$ cat config.mk
export PLATFORM = sky130hd
export DESIGN_NAME = dog_animator
export DESIGN_NICKNAME = d
export VERILOG_FILES = /design/src/rtl/dog_animator.sv
export SDC_FILE = /design/constraint.sdc
export NUM_CORES = 1
export LEC_CHECK = 0
export CAP_MARGIN = 20
export CORE_ASPECT_RATIO = 1.5
export CORE_MARGIN = 2
export CORE_UTILIZATION = 40
export CTS_CLUSTER_SIZE = 30
export DETAILED_ROUTE_END_ITERATION = 12
export HOLD_SLACK_MARGIN = 0.15
export PLACE_DENSITY = 0.64
export SLEW_MARGIN = 20
export SYNTH_ARGS = -nofsm -noshare
export SYNTH_HDL_FRONTEND = slang
export SYNTH_SLANG_ARGS = --single-unit
export TNS_END_PERCENT = 10
$ cat constraint.sdc
create_clock -name Clk -period 5.6 [get_ports Clk]
set_clock_uncertainty 0.05 [all_clocks]
set_input_delay 1.4 -clock Clk [delete_from_list [all_inputs] [get_ports Clk]]
set_output_delay 1.4 -clock Clk [all_outputs]
set_load 0.01 [all_outputs]
$ cat src/rtl/dog_animator.sv
// dog_animator: per-frame motion and animation controller for the hunting-dog sprite
module dog_animator #(
    parameter logic [9:0] WALK_START_X = 10'd0,
    parameter logic [9:0] WALK_Y       = 10'd360,
    parameter logic [9:0] SNIFF_X      = 10'd120,
    parameter logic [9:0] JUMP_X       = 10'd240,
    parameter logic [9:0] WALK_STEP    = 10'd2,
    parameter logic [9:0] JUMP_STEP    = 10'd4,
    parameter logic [9:0] HIDE_Y       = 10'd400,
    parameter logic [9:0] POP_Y        = 10'd330,
    parameter logic [9:0] POP_STEP     = 10'd2,
    parameter logic [9:0] MAX_X        = 10'd584,
    parameter logic [6:0] JUMP_TICKS   = 7'd12,
    parameter logic [6:0] SNIFF_TICKS  = 7'd60,
    parameter logic [6:0] SHOW_TICKS   = 7'd60,
    parameter logic [3:0] FRAME_DIV    = 4'd8
) (
    input  logic       Clk,
    input  logic       Reset,
    input  logic       frame_clk,
    input  logic       start,
    input  logic       duck_hit,
    input  logic       duck_miss,
    input  logic [9:0] duck_x,
    output logic [9:0] Dog_X_pos_out,
    output logic [9:0] Dog_Y_pos_out,
    output logic [4:0] Frame,
    output logic       dog_visible,
    output logic       busy,
    output logic       round_ready
);
    typedef enum logic [3:0] {IDLE, WALK1, SNIFF, WALK2, JUMP_UP, JUMP_DOWN, HIDDEN, POP_UP, SHOW, POP_DOWN} state_t;
    state_t state, state_n;
    logic frame_clk_q, tick, adv, laugh, laugh_n, vis_n;
    logic [6:0] cnt, cnt_n;
    logic [3:0] div, div_n;
    logic [4:0] frame_n;
    logic [9:0] x_n, y_n, x_adv, duck_xc, y_jump_up, y_jump_dn, y_pop_up, y_pop_dn;
    logic [10:0] x_sum, y_jsum, y_psum;
    // all steps are done 11 bits wide and clamped to their bound so nothing wraps
    assign x_sum     = {1'b0, Dog_X_pos_out} + {1'b0, WALK_STEP};
    assign x_adv     = x_sum > {1'b0, MAX_X} ? MAX_X : x_sum[9:0];
    assign duck_xc   = duck_x > MAX_X ? MAX_X : duck_x;
    assign y_jsum    = {1'b0, Dog_Y_pos_out} + {1'b0, JUMP_STEP};
    assign y_psum    = {1'b0, Dog_Y_pos_out} + {1'b0, POP_STEP};
    assign y_jump_dn = y_jsum >= {1'b0, HIDE_Y} ? HIDE_Y : y_jsum[9:0];
    assign y_pop_dn  = y_psum >= {1'b0, HIDE_Y} ? HIDE_Y : y_psum[9:0];
    assign y_jump_up = Dog_Y_pos_out >= JUMP_STEP ? Dog_Y_pos_out - JUMP_STEP : '0;
    assign y_pop_up  = Dog_Y_pos_out < POP_Y + POP_STEP ? POP_Y : Dog_Y_pos_out - POP_STEP;
    assign adv       = tick && div == FRAME_DIV - 4'd1;
    assign busy      = state != IDLE && state != HIDDEN;
    always_ff @(posedge Clk)
        if (Reset) state <= IDLE;
        else       state <= state_n;
    always_comb begin
        state_n = state;
        unique case (state)
            IDLE:      state_n = start ? WALK1 : IDLE;
            WALK1:     if (tick && x_adv >= SNIFF_X) state_n = SNIFF;
            SNIFF:     if (tick && cnt == SNIFF_TICKS - 7'd1) state_n = WALK2;
            WALK2:     if (tick && x_adv >= JUMP_X) state_n = JUMP_UP;
            JUMP_UP:   if (tick && cnt == JUMP_TICKS - 7'd1) state_n = JUMP_DOWN;
            JUMP_DOWN: if (tick && y_jump_dn == HIDE_Y) state_n = HIDDEN;
            HIDDEN:    state_n = (duck_hit || duck_miss) ? POP_UP : start ? WALK1 : HIDDEN;
            POP_UP:    if (tick && y_pop_up == POP_Y) state_n = SHOW;
            SHOW:      if (tick && cnt == SHOW_TICKS - 7'd1) state_n = POP_DOWN;
            POP_DOWN:  if (tick && y_pop_dn == HIDE_Y) state_n = HIDDEN;
            default:   state_n = IDLE;
        endcase
    end
    // per-tick motion first, then entry actions of the next state override it
    always_comb begin
        x_n     = Dog_X_pos_out;
        y_n     = Dog_Y_pos_out;
        frame_n = Frame;
        vis_n   = dog_visible;
        laugh_n = laugh;
        cnt_n   = tick ? cnt + 7'd1 : cnt;
        div_n   = adv ? '0 : tick ? div + 4'd1 : div;
        if (tick)
            case (state)
                WALK1, WALK2: begin
                    x_n = x_adv;
                    if (adv) frame_n = {3'd0, Frame[1:0] + 2'd1};
                end
                SNIFF:     if (adv) frame_n = Frame == 5'd4 ? 5'd5 : 5'd4;
                JUMP_UP: begin
                    x_n = x_adv;
                    y_n = y_jump_up;
                end
                JUMP_DOWN: y_n = y_jump_dn;
                POP_UP:    y_n = y_pop_up;
                SHOW:      if (adv && laugh) frame_n = Frame == 5'd9 ? 5'd10 : 5'd9;
                POP_DOWN:  y_n = y_pop_dn;
                default:   ;
            endcase
        if (state_n != state) begin
            cnt_n = '0;
            div_n = '0;
            case (state_n)
                WALK1: begin
                    x_n     = WALK_START_X;
                    y_n     = WALK_Y;
                    frame_n = 5'd0;
                    vis_n   = 1'b1;
                end
                SNIFF: begin
                    x_n     = SNIFF_X;
                    frame_n = 5'd4;
                end
                WALK2:     frame_n = 5'd0;
                JUMP_UP: begin
                    x_n     = JUMP_X;
                    frame_n = 5'd6;
                end
                JUMP_DOWN: frame_n = 5'd7;
                HIDDEN:    vis_n = 1'b0;
                POP_UP: begin
                    x_n     = duck_hit ? duck_xc : Dog_X_pos_out;
                    y_n     = HIDE_Y;
                    frame_n = duck_hit ? 5'd8 : 5'd9;
                    vis_n   = 1'b1;
                    laugh_n = !duck_hit;
                end
                default:   ;
            endcase
        end
    end
    always_ff @(posedge Clk)
        if (Reset) begin
            frame_clk_q   <= 1'b0;
            tick          <= 1'b0;
            Dog_X_pos_out <= WALK_START_X;
            Dog_Y_pos_out <= WALK_Y;
            Frame         <= '0;
            dog_visible   <= 1'b0;
            round_ready   <= 1'b0;
            laugh         <= 1'b0;
            cnt           <= '0;
            div           <= '0;
        end else begin
            frame_clk_q   <= frame_clk;
            tick          <= frame_clk & ~frame_clk_q;
            Dog_X_pos_out <= x_n;
            Dog_Y_pos_out <= y_n;
            Frame         <= frame_n;
            dog_visible   <= vis_n;
            round_ready   <= state_n == HIDDEN && state != HIDDEN;
            laugh         <= laugh_n;
            cnt           <= cnt_n;
            div           <= div_n;
        end
endmodule

==> flow_summary.toml <==
[status]
run_status = "finished, final reports clean"

[sta]
slew-limit-headroom_pct = 37.3
post-route-period-util_pct = 73.6
timing.fmax_ghz = 0.243
hold_ws_ns = 0.331
setup-tns-final_ns = 0
finalSetupViolations = 0
fin_ws_ns = 1.48
hold_viol = 0
worst_slew_pin_slew_ns = 0.928
finalCriticalPeriod_ns = 4.12
final_max_slew_viol_count = 0
grt_setup_unrepaired = "no"

[synthesis]
post_synthesis_adder_cell_area_fraction_pct = 3.39
mappedNetlistNets = 590
yosys.cell_types.count = 83
syn-cell-area_um2 = 4060
yosys.area_share.simple_pct = 30.9
synth_xor_area_share_pct = 6.25
synth.area.mux_share_pct = 2.31
synth.top_cell.area_share_pct = 22.2
syn_avg_cell_area_um2 = 7.22
yosysSeqAreaShare_pct = 22.2
synthTopCellsByArea = "dfxtp_1 (22%), nor2_1 (6.3%), o21ai_0 (4.4%)"
synth-main-ff-cell = "dfxtp_1"
netlist.top_cell.by_area = "dfxtp_1"
dominant_combinational_cell_family_by_area_after_synthesis = "simple AND/OR/NAND/NOR gates"
number_of_register_bits_inferred_by_synthesis = 45
synthArstFlopShare_pct = 0
yosys_warnings = 0
synth_edf_count = 0
post_synthesis_compound_gate_area_fraction_pct = 28.2
postSynthCellCount = 563

[setup_path]
crit_path_max_fanout = 17
critPathSlowestCell = "dfxtp_1"
critPathTopFamily = "compound AO/OA/AOI/OAI gates"
critical_path.startpoint_type = "register"
cpPeakStageDelay_ns = 0.71
crit_buf_inv = 2
path_cells = "inv_1 -> ha_1 -> and2_1 -> o32ai_1 -> o2111ai_1 -> a21oi_4 -> nand3_1 -> nor3_2 -> o21ai_1 -> o21ai_1 -> buf_4 -> mux2_2 -> a211oi_1"
cp_data_arrival_time_ns = 4.28
worst-endpoint-required_ns = 5.76
worst-setup-path-type = "register to register"
endpoint_kind = "register"
path_common_cell = "o21ai_1"

[floorplanning]
initial_utilization_pct = 40.5
floorplan.die_area_um2 = 11000
die_span_y_um = 127
placement_rows = 45
die_w_um = 86.3
num_io_pins = 44
core-area_um2 = 10000

[global_routing]
pin_count_of_the_biggest_net_entering_global_routing = 25
grt-ovfl-total = 0
grt_pass1_vias = 4163
grt_antenna_before_repair = 0
grt_use_total_pct = 24.6
grt_first_pass_wirelength_mm = 21.3

[layout]
fillers = 1044
diodes = 0
drive_gt1_share_pct = 6.35
flow.area_growth_from_synthesis_pct = 14.9
finalNetCount = 609
finish.instance_area_um2 = 4670

[routing]
postRouteWirelength_mm = 13.7
detail_route.wl_per_cell_um = 19.5
per_cell_via_count_in_the_routed_design = 6.39
detail_route.first_pass.iterations = 5
post-route-drc-count = 0
ant_nets = 0
dr.first_iter.drc_count = 227
route.vias.total = 4475

[cts]
root_buffer = "clkbuf_16"
clock_insertion_delay_at_the_later_pin_of_the_skew_report_ns = 0.29
tritoncts = "yes"
cts_made_buffers = 5
cts_buffer_depth = 2
cts.repair.resized = 0
worst_setup_hold_path_clk_slew_ns = 0.07
post_cts_buffers = 0
tritoncts_num_sinks = 45
cts-htree-levels = 2
cts_hold_buffers = 0

[place]
post-dp-hpwl_mm = 10.5
numPortBuffers = 43
dpl-instance-area_um2 = 4500
gpl.final_weighted_congestion = 0.948
pre_cts_ws_ns = 1.45

[pwr]
max-vdd-ir-drop_uv = 143
power_density_nw_per_um2 = 182
power_leakage_nw = 1.61
power_mw = 0.849

[run]
maxCapViolCount = 0

[worst_hold_path]
worst_hold_path_type = "register to register"
sequential cells by signal, indices dropped and copies added (netlist names):
signal and cells:
div 4, laugh 1, cnt 7, Frame 5, Dog_X_pos_out 10, dog_visible 1
state 4, tick 1, frame_clk_q 1, round_ready 1, Dog_Y_pos_out 10
power by group:
| group | internal [mW] | switching (mW) |
|---|---|---|
| clock network | 0.212 | 0.129 |
| logic | 0.0662 | 0.0869 |
| registers | 0.329 | 0.0261 |
| total | 0.607 | 0.242 |
per-layer routing:
| metal | routed length [um] | vias to the layer above | track usage (%) |
|---|---|---|---|
| met1 | 5190 | 2129 | 26.5 |
| met3 | 666 | 47 | 2.84 |
| li1 | - | 2113 | - |
| met5 | 0 | - | 0 |
| met4 | 784 | 0 | 15.4 |
| met2 | 7040 | 186 | 44.8 |
stage by stage:
stage	std cells	util (%)
global placement	692	44.9
global route	700	46.6
floorplan	563	-
CTS	700	46.6
finish	700	46.6
detailed placement	692	44.9
layout make-up:
class	count	area (um^2)	share of cell area, %
Tap cell	117	146	3.14
Timing Repair Buffer	50	483	10.3
Clock inverter	2	38.8	0.831
Multi-Input combinational cell	458	2890	61.9
Clock buffer	6	129	2.76
Sequential cell	45	901	19.3
Inverter	22	82.6	1.77
cells in the final DEF, fill, tap and decap left out, types with 13 or more instances in the layout:
cell | netlist | final
a21oi_1 | 35 | 35
nor3_1 | 29 | 29
dfxtp_1 | 45 | 45
nor2_1 | 68 | 68
clkdlybuf4s50_1 | 0 | 43
nand3_1 | 19 | 19
o21ai_0 | 36 | 36
nand2_1 | 47 | 47
inv_1 | 22 | 22
xor2_1 | 13 | 13
xnor2_1 | 16 | 16
cells by family after synthesis:
group	Yosys count
AND/OR/NAND/NOR	245
XOR/XNOR	29
adder cells (fa/ha/maj)	11
multiplexers	8
flip-flops	45
AO/OA/AOI/OAI	165
buffers and inverters	60
final timing paths:
kind | start | endpoint | slack (ns) | cells past startpoint
worst max register to register | Dog_Y_pos_out[3]$_SDFF_PP1_ | Dog_X_pos_out[2]$_SDFFE_PP0P_ | 1.48 | 13
worst min-delay path | frame_clk_q$_SDFF_PP0_ | tick$_SDFF_PP0_ | 0.33 | 1
worst max-delay path | Dog_Y_pos_out[3]$_SDFF_PP1_ | Dog_X_pos_out[2]$_SDFFE_PP0P_ | 1.48 | 13
worst min register to register | frame_clk_q$_SDFF_PP0_ | tick$_SDFF_PP0_ | 0.33 | 1
Yosys cell counts (all sizes together) (4+ instances only):
cell type	instances
a211oi	4
a21o	4
a21oi	38
a31oi	8
and2	7
and3	8
buf	19
clkbuf	19
dfxtp	45
ha	11
inv	22
mux2i	7
nand2	47
nand2b	6
nand3	20
nand3b	4
nand4	11
nor2	69
nor2b	6
nor3	30
nor4	6
o2111ai	4
o211a	4
o21a	7
o21ai	40
o22ai	5
o31ai	6
or2	4
or3	9
or3b	5
xnor2	16
xor2	13
Note: power is estimated with default switching activity, not from simulation.
==> patch 1: new RTL, same flow settings <==
Reset style: asynchronous (`Reset`), changed in 2 clocked blocks.
--- a/src/rtl/dog_animator.sv
+++ b/src/rtl/dog_animator.sv
@@ -49,7 +49,7 @@
     assign y_pop_up  = Dog_Y_pos_out < POP_Y + POP_STEP ? POP_Y : Dog_Y_pos_out - POP_STEP;
     assign adv       = tick && div == FRAME_DIV - 4'd1;
     assign busy      = state != IDLE && state != HIDDEN;
-    always_ff @(posedge Clk)
+    always_ff @(posedge Clk or posedge Reset)
         if (Reset) state <= IDLE;
         else       state <= state_n;
     always_comb begin
@@ -126,7 +126,7 @@
             endcase
         end
     end
-    always_ff @(posedge Clk)
+    always_ff @(posedge Clk or posedge Reset)
         if (Reset) begin
             frame_clk_q   <= 1'b0;
             tick          <= 1'b0;
Check against the original RTL: differs if Reset is asserted again (counterexample within 4 cycles, from zero or initial values and one cycle with Reset high); with Reset held inactive, the same outputs for 10 cycles.
==> patch 1 against the unedited design <==
- routed wire length down 3.9%
- setup slack worse by 350 ps
- sequential share of layout area up 4.1 points
- sequential cell count unchanged
- die area up 3.6%
- core utilization up 0.95 points
- final area up 3.8%
- area after synthesis up 3.8%
- synthesized cell count down 2.1%
- first-iteration DRC count up 7.5%
- highest routed layer unchanged
Power is not compared: it rests on default switching activity, and its combinational part moved more than twofold at a synthesized area within 25%.
==> patch 1: results (changes against the unedited design) <==
* DR iter-0 viols at 244 (was 227)
* Setup WS pre-CTS at 947 ps (was 1450 ps)
* Register area share after synthesis at 26.8% (was 22.2%)
* Critical Path AT at 4590 ps (was 4280 ps)
* Multi-input logic area at 0.00285 mm^2 (was 0.00289 mm^2)
* Biggest regs: Dog_X_pos_out (10), Dog_Y_pos_out (10), cnt (7) (unchanged)
* Multi-input comb cells at 449 (was 458)
* Top_reg_cell synth: dfrtp_1 (was dfxtp_1)
* Overall Global Routing Usage at 23.5% (was 24.6%)
* DRT met1 WL at 5200 um (was 5190 um)
* Syn Nets at 578 (was 590)
* Mux share of post-synthesis cell area at 2.64% (was 2.31%)
* Post-synth top cells: 66 x nand2_1, 61 x nor2_1, 41 x dfrtp_1, 38 x a21oi_1, 36 x o21ai_0 (was 68 x nor2_1, 47 x nand2_1, 45 x dfxtp_1, 36 x o21ai_0, 35 x a21oi_1)
* Inverters at 18 (was 22)
* Routed wl met2 at 6700 um (was 7040 um)
* Horiz. Die Dim at 87.8 um (was 86.3 um)
* Placed inst area at 0.00470 mm^2 (was 0.00450 mm^2)
* Seq Cell Count at 45 (unchanged)
* Async S/R FF share, synth at 100% (was 0%)
* Layout cells sized above 1 at 6.51% (was 6.35%)
* Vias in the first global route at 4243 (was 4163)
* Register area at 0.00113 mm^2 (was 901 um^2)
* CP peak stage delay at 620 ps (was 710 ps)
* Clk pwr share at 12.0%
* Largest net degree at the start of global routing at 46 (was 25)
* Buffer share of cell area at 9.81% (was 10.3%)
* Detail Placement HPWL at 9650 um (was 10500 um)
* Unique cell type count in the Yosys netlist at 79 (was 83)
* GP Congestion at 0.963 (was 0.948)
* Non-CTS buffers at 49 (was 50)
* Vias per cell at 6.26 (was 6.39)
* Rel. slew slack at 36.2% (was 37.3%)
* Top cells by area, synth: dfrtp_1 24%, nand2_1 5.9%, nor2_1 5.4% (was dfxtp_1 22%, nor2_1 6.3%, o21ai_0 4.4%)
* Post-Synth Adder-Cell Area at 3.26% (was 3.39%)
* GRT met3 Usage at 2.21% (was 2.84%)
* Fillers at 1024 (was 1044)
* First drt pass iteration count at 7 (was 5)
* Crit path max fanout at 17 (unchanged)
* Layout Nets at 595 (was 609)
* First-pass GRT wire length at 21100 um (was 21300 um)
* Slowest CP cell: dfrtp_1 (was dfxtp_1)
* Global Route met1 Usage at 28.0% (was 26.5%)
* Clock-cell share at 3.02% (was 3.59%)
* Status: complete, no violations (unchanged)
* Xor/xnor share of the synthesized area at 4.75% (was 6.25%)
* I/O Buffers at 43 (unchanged)
* Setup bufs post-CTS at 0 (unchanged)
* M2 GR Usage at 40.8% (was 44.8%)
* Drt wl/cell at 18.5 um (was 19.5 um)
* Met3 Wirelength at 574 um (was 666 um)
* Compound-Gate Fraction of Synth Area at 29.2% (was 28.2%)
## patch 1: changes by cell type in the layout (fill, tap and decap cells not counted), sizes merged, moves of 5 or more
cell	change
nor2	-7
nand3	-5
nor3b	+5
dfrtp	+41
dfxtp	-45
nand2	+19
nor3	-14
## patch 1: final timing paths
check,startpoint,to,slack [ps],cells past startpoint
setup / recovery,Dog_Y_pos_out[2],Dog_X_pos_out[9],1130,14
hold / removal,frame_clk_q,tick,350,1
setup reg to reg,Dog_Y_pos_out[2],Dog_X_pos_out[9],1130,14
hold reg to reg,frame_clk_q,tick,350,1
max in group asynchronous,Reset,Dog_X_pos_out[1],3320,2
min in group asynchronous,Reset,Frame[2],1590,2
## patch 1: through the flow
step / std cells / util [%]
final: 709 / 47.5
after global routing: 709 / 47.5
after CTS: 709 / 47.5
after detailed placement: 702 / 46.1
after global placement: 702 / 46.1
after floorplan: 551 / -
==> patch 2: new RTL, same settings <==
Without the edit above. `MAX_X`: 10'd584 -> 10'd438.
--- a/src/rtl/dog_animator.sv
+++ b/src/rtl/dog_animator.sv
@@ -9,7 +9,7 @@
     parameter logic [9:0] HIDE_Y       = 10'd400,
     parameter logic [9:0] POP_Y        = 10'd330,
     parameter logic [9:0] POP_STEP     = 10'd2,
-    parameter logic [9:0] MAX_X        = 10'd584,
+    parameter logic [9:0] MAX_X        = 10'd438,
     parameter logic [6:0] JUMP_TICKS   = 7'd12,
     parameter logic [6:0] SNIFF_TICKS  = 7'd60,
     parameter logic [6:0] SHOW_TICKS   = 7'd60,
Function: same outputs for any inputs over 10 cycles, from zero or initial values and one cycle with Reset high; that may be too few to reach the edited logic, so the function may still have changed.
==> patch 2 against the unedited design <==
- routed wire length down 6.9%
- area after synthesis down 0.65%
- clock power down 1%
- power shrank 8.0%
- non-clock buffer count grew 2
- critical path type unchanged
- final area grew 0.32%
- sequential cell count unchanged
- setup slack got worse by 610 ps
==> patch 2: results (changes against the unedited design) <==
* Maximum vdd drop at 0.181 mV (was 0.143 mV)
* GP Congestion at 0.949 (was 0.948)
* FF-to-FF path depth at 11 (was 13)
* Number of CTS-inserted buffers at 5 (unchanged)
* Root buffer cell: clkbuf_16 (unchanged)
* Post-Synth Adder-Cell Area at 3.72% (was 3.39%)
* Setup bufs post-CTS at 0 (unchanged)
* CP peak stage delay at 650 ps (was 710 ps)
* Vias in the first global route at 4244 (was 4163)
* Placed inst area at 0.00452 mm^2 (was 0.00450 mm^2)
* Worst min-delay path class: reg2reg (unchanged)
* R2r endpoint: Dog_X_pos_out[3] (was Dog_X_pos_out[2])
* Rel. slew slack at 46.1% (was 37.3%)
* Syn Inst Count at 578 (was 563)
* Syn Nets at 606 (was 590)
* WHS at 335 ps (was 331 ps)
* Htree depth at 2 (unchanged)
* Layout cells sized above 1 at 5.34% (was 6.35%)
* Post-CTS resize count at 0 (unchanged)
* Hold EP: tick (unchanged)
* Initial antenna violation count at 0 (unchanged)
* Largest net degree at the start of global routing at 23 (was 25)
* Unique cell type count in the Yosys netlist at 72 (was 83)
* DR iter-0 viols at 266 (was 227)
* First-pass GRT wire length at 20500 um (was 21300 um)
* Reg-to-reg setup timing slack at 870 ps (was 1480 ps)
* Post-synth top cells: 60 x nand2_1, 58 x nor2_1, 46 x o21ai_0, 45 x dfxtp_1, 42 x a21oi_1 (was 68 x nor2_1, 47 x nand2_1, 45 x dfxtp_1, 36 x o21ai_0, 35 x a21oi_1)
* Later-pin clock latency in the skew report at 290 ps (about the same)
* Crit path max fanout at 15 (was 17)
* Fin cells at 714 (was 700)
* Mux share of post-synthesis cell area at 1.27% (was 2.31%)
* Ant. Diodes at 0 (unchanged)
* Biggest regs: Dog_X_pos_out (10), Dog_Y_pos_out (10), cnt (7) (unchanged)
* Xor/xnor share of the synthesized area at 4.77% (was 6.25%)
* CP top delay family: simple AND/OR/NAND/NOR gates (was compound AO/OA/AOI/OAI gates)
* Ys Warns at 0 (unchanged)
* Reg2reg start: Dog_Y_pos_out[3] (unchanged)
* Overall Global Routing Usage at 23.1% (was 24.6%)
* Layout Nets at 626 (was 609)
* Top cells by area, synth: dfxtp_1 22%, o21ai_0 5.7%, nand2_1 5.6% (was dfxtp_1 22%, nor2_1 6.3%, o21ai_0 4.4%)
* Status: complete, no violations (unchanged)
* Critical Path AT at 4880 ps (was 4280 ps)
* Vias per cell at 6.36 (was 6.39)
* Clock Pin Slew Worst Setup and Hold Paths at about 60 ps
* Pleak at 1.63 nW (was 1.61 nW)
* Detail Placement HPWL at 9650 um (was 10500 um)
* Register area share after synthesis at 22.3% (was 22.2%)
* Compound-Gate Fraction of Synth Area at 29.3% (was 28.2%)
* Drt wl/cell at 17.8 um (was 19.5 um)
-- patch 2: cell count changes in the layout (fill, tap and decap cells not counted), moves of 4 or more --
| cell | unedited run | this run |
|---|---|---|
| nand2_1 | 47 | 60 |
| nor2_1 | 68 | 58 |
| o21ai_0 | 36 | 46 |
| a21oi_1 | 35 | 42 |
| a31oi_1 | 8 | 15 |
| inv_1 | 22 | 16 |
| o22ai_1 | 5 | 10 |
| o211ai_1 | 3 | 7 |
| xor2_1 | 13 | 9 |
-- patch 2: cell type report --
type	count	area, um^2
flip-flops and latches	45	901
well taps	115	144
clock buffers	6	129
multi-input cells	477	2910
inverters	17	63.8
clock inverters	2	38.8
fillers	957	5060
repair buffers	52	498
-- patch 2: worst max-delay path by stage --
stage	slack, ps	start	end	cells after the start
2_1_floorplan	1360	duck_miss	Dog_X_pos_out[3]	9
3_3_place_gp	980	duck_hit	Dog_X_pos_out[3]	10
3_5_place_dp	880	duck_hit	Dog_X_pos_out[3]	10
4_1_cts	940	Dog_Y_pos_out[3]	Dog_X_pos_out[3]	11
5_1_grt	540	Dog_Y_pos_out[3]	Dog_X_pos_out[3]	11
6_report	870	Dog_Y_pos_out[3]	Dog_X_pos_out[3]	11
-- patch 2: layer usage --
layer | part of all wire (%) | global-route usage [%] | routed length [um]
met1 | 39 | 25.9 | 4930
met2 | 52 | 42.3 | 6590
met3 | 5.4 | 2.58 | 694
met4 | 4.1 | 11.2 | 523
met5 | 0 | 0 | 0
-- patch 2: metrics by stage --
step	setup slack [ps]	util, %
finish	867	48.1
global placement	983	46.4
detailed placement	879	46.4
floorplan	1360	-
CTS	940	48.1
global route	536	48.1
-- patch 2: power breakdown --
group	switching, W	total [W]	internal, W
Clock	0.000124	0.000335	0.000211
Sequential	0.0000161	0.000342	0.000326
Combinational	0.0000565	0.000104	0.0000471
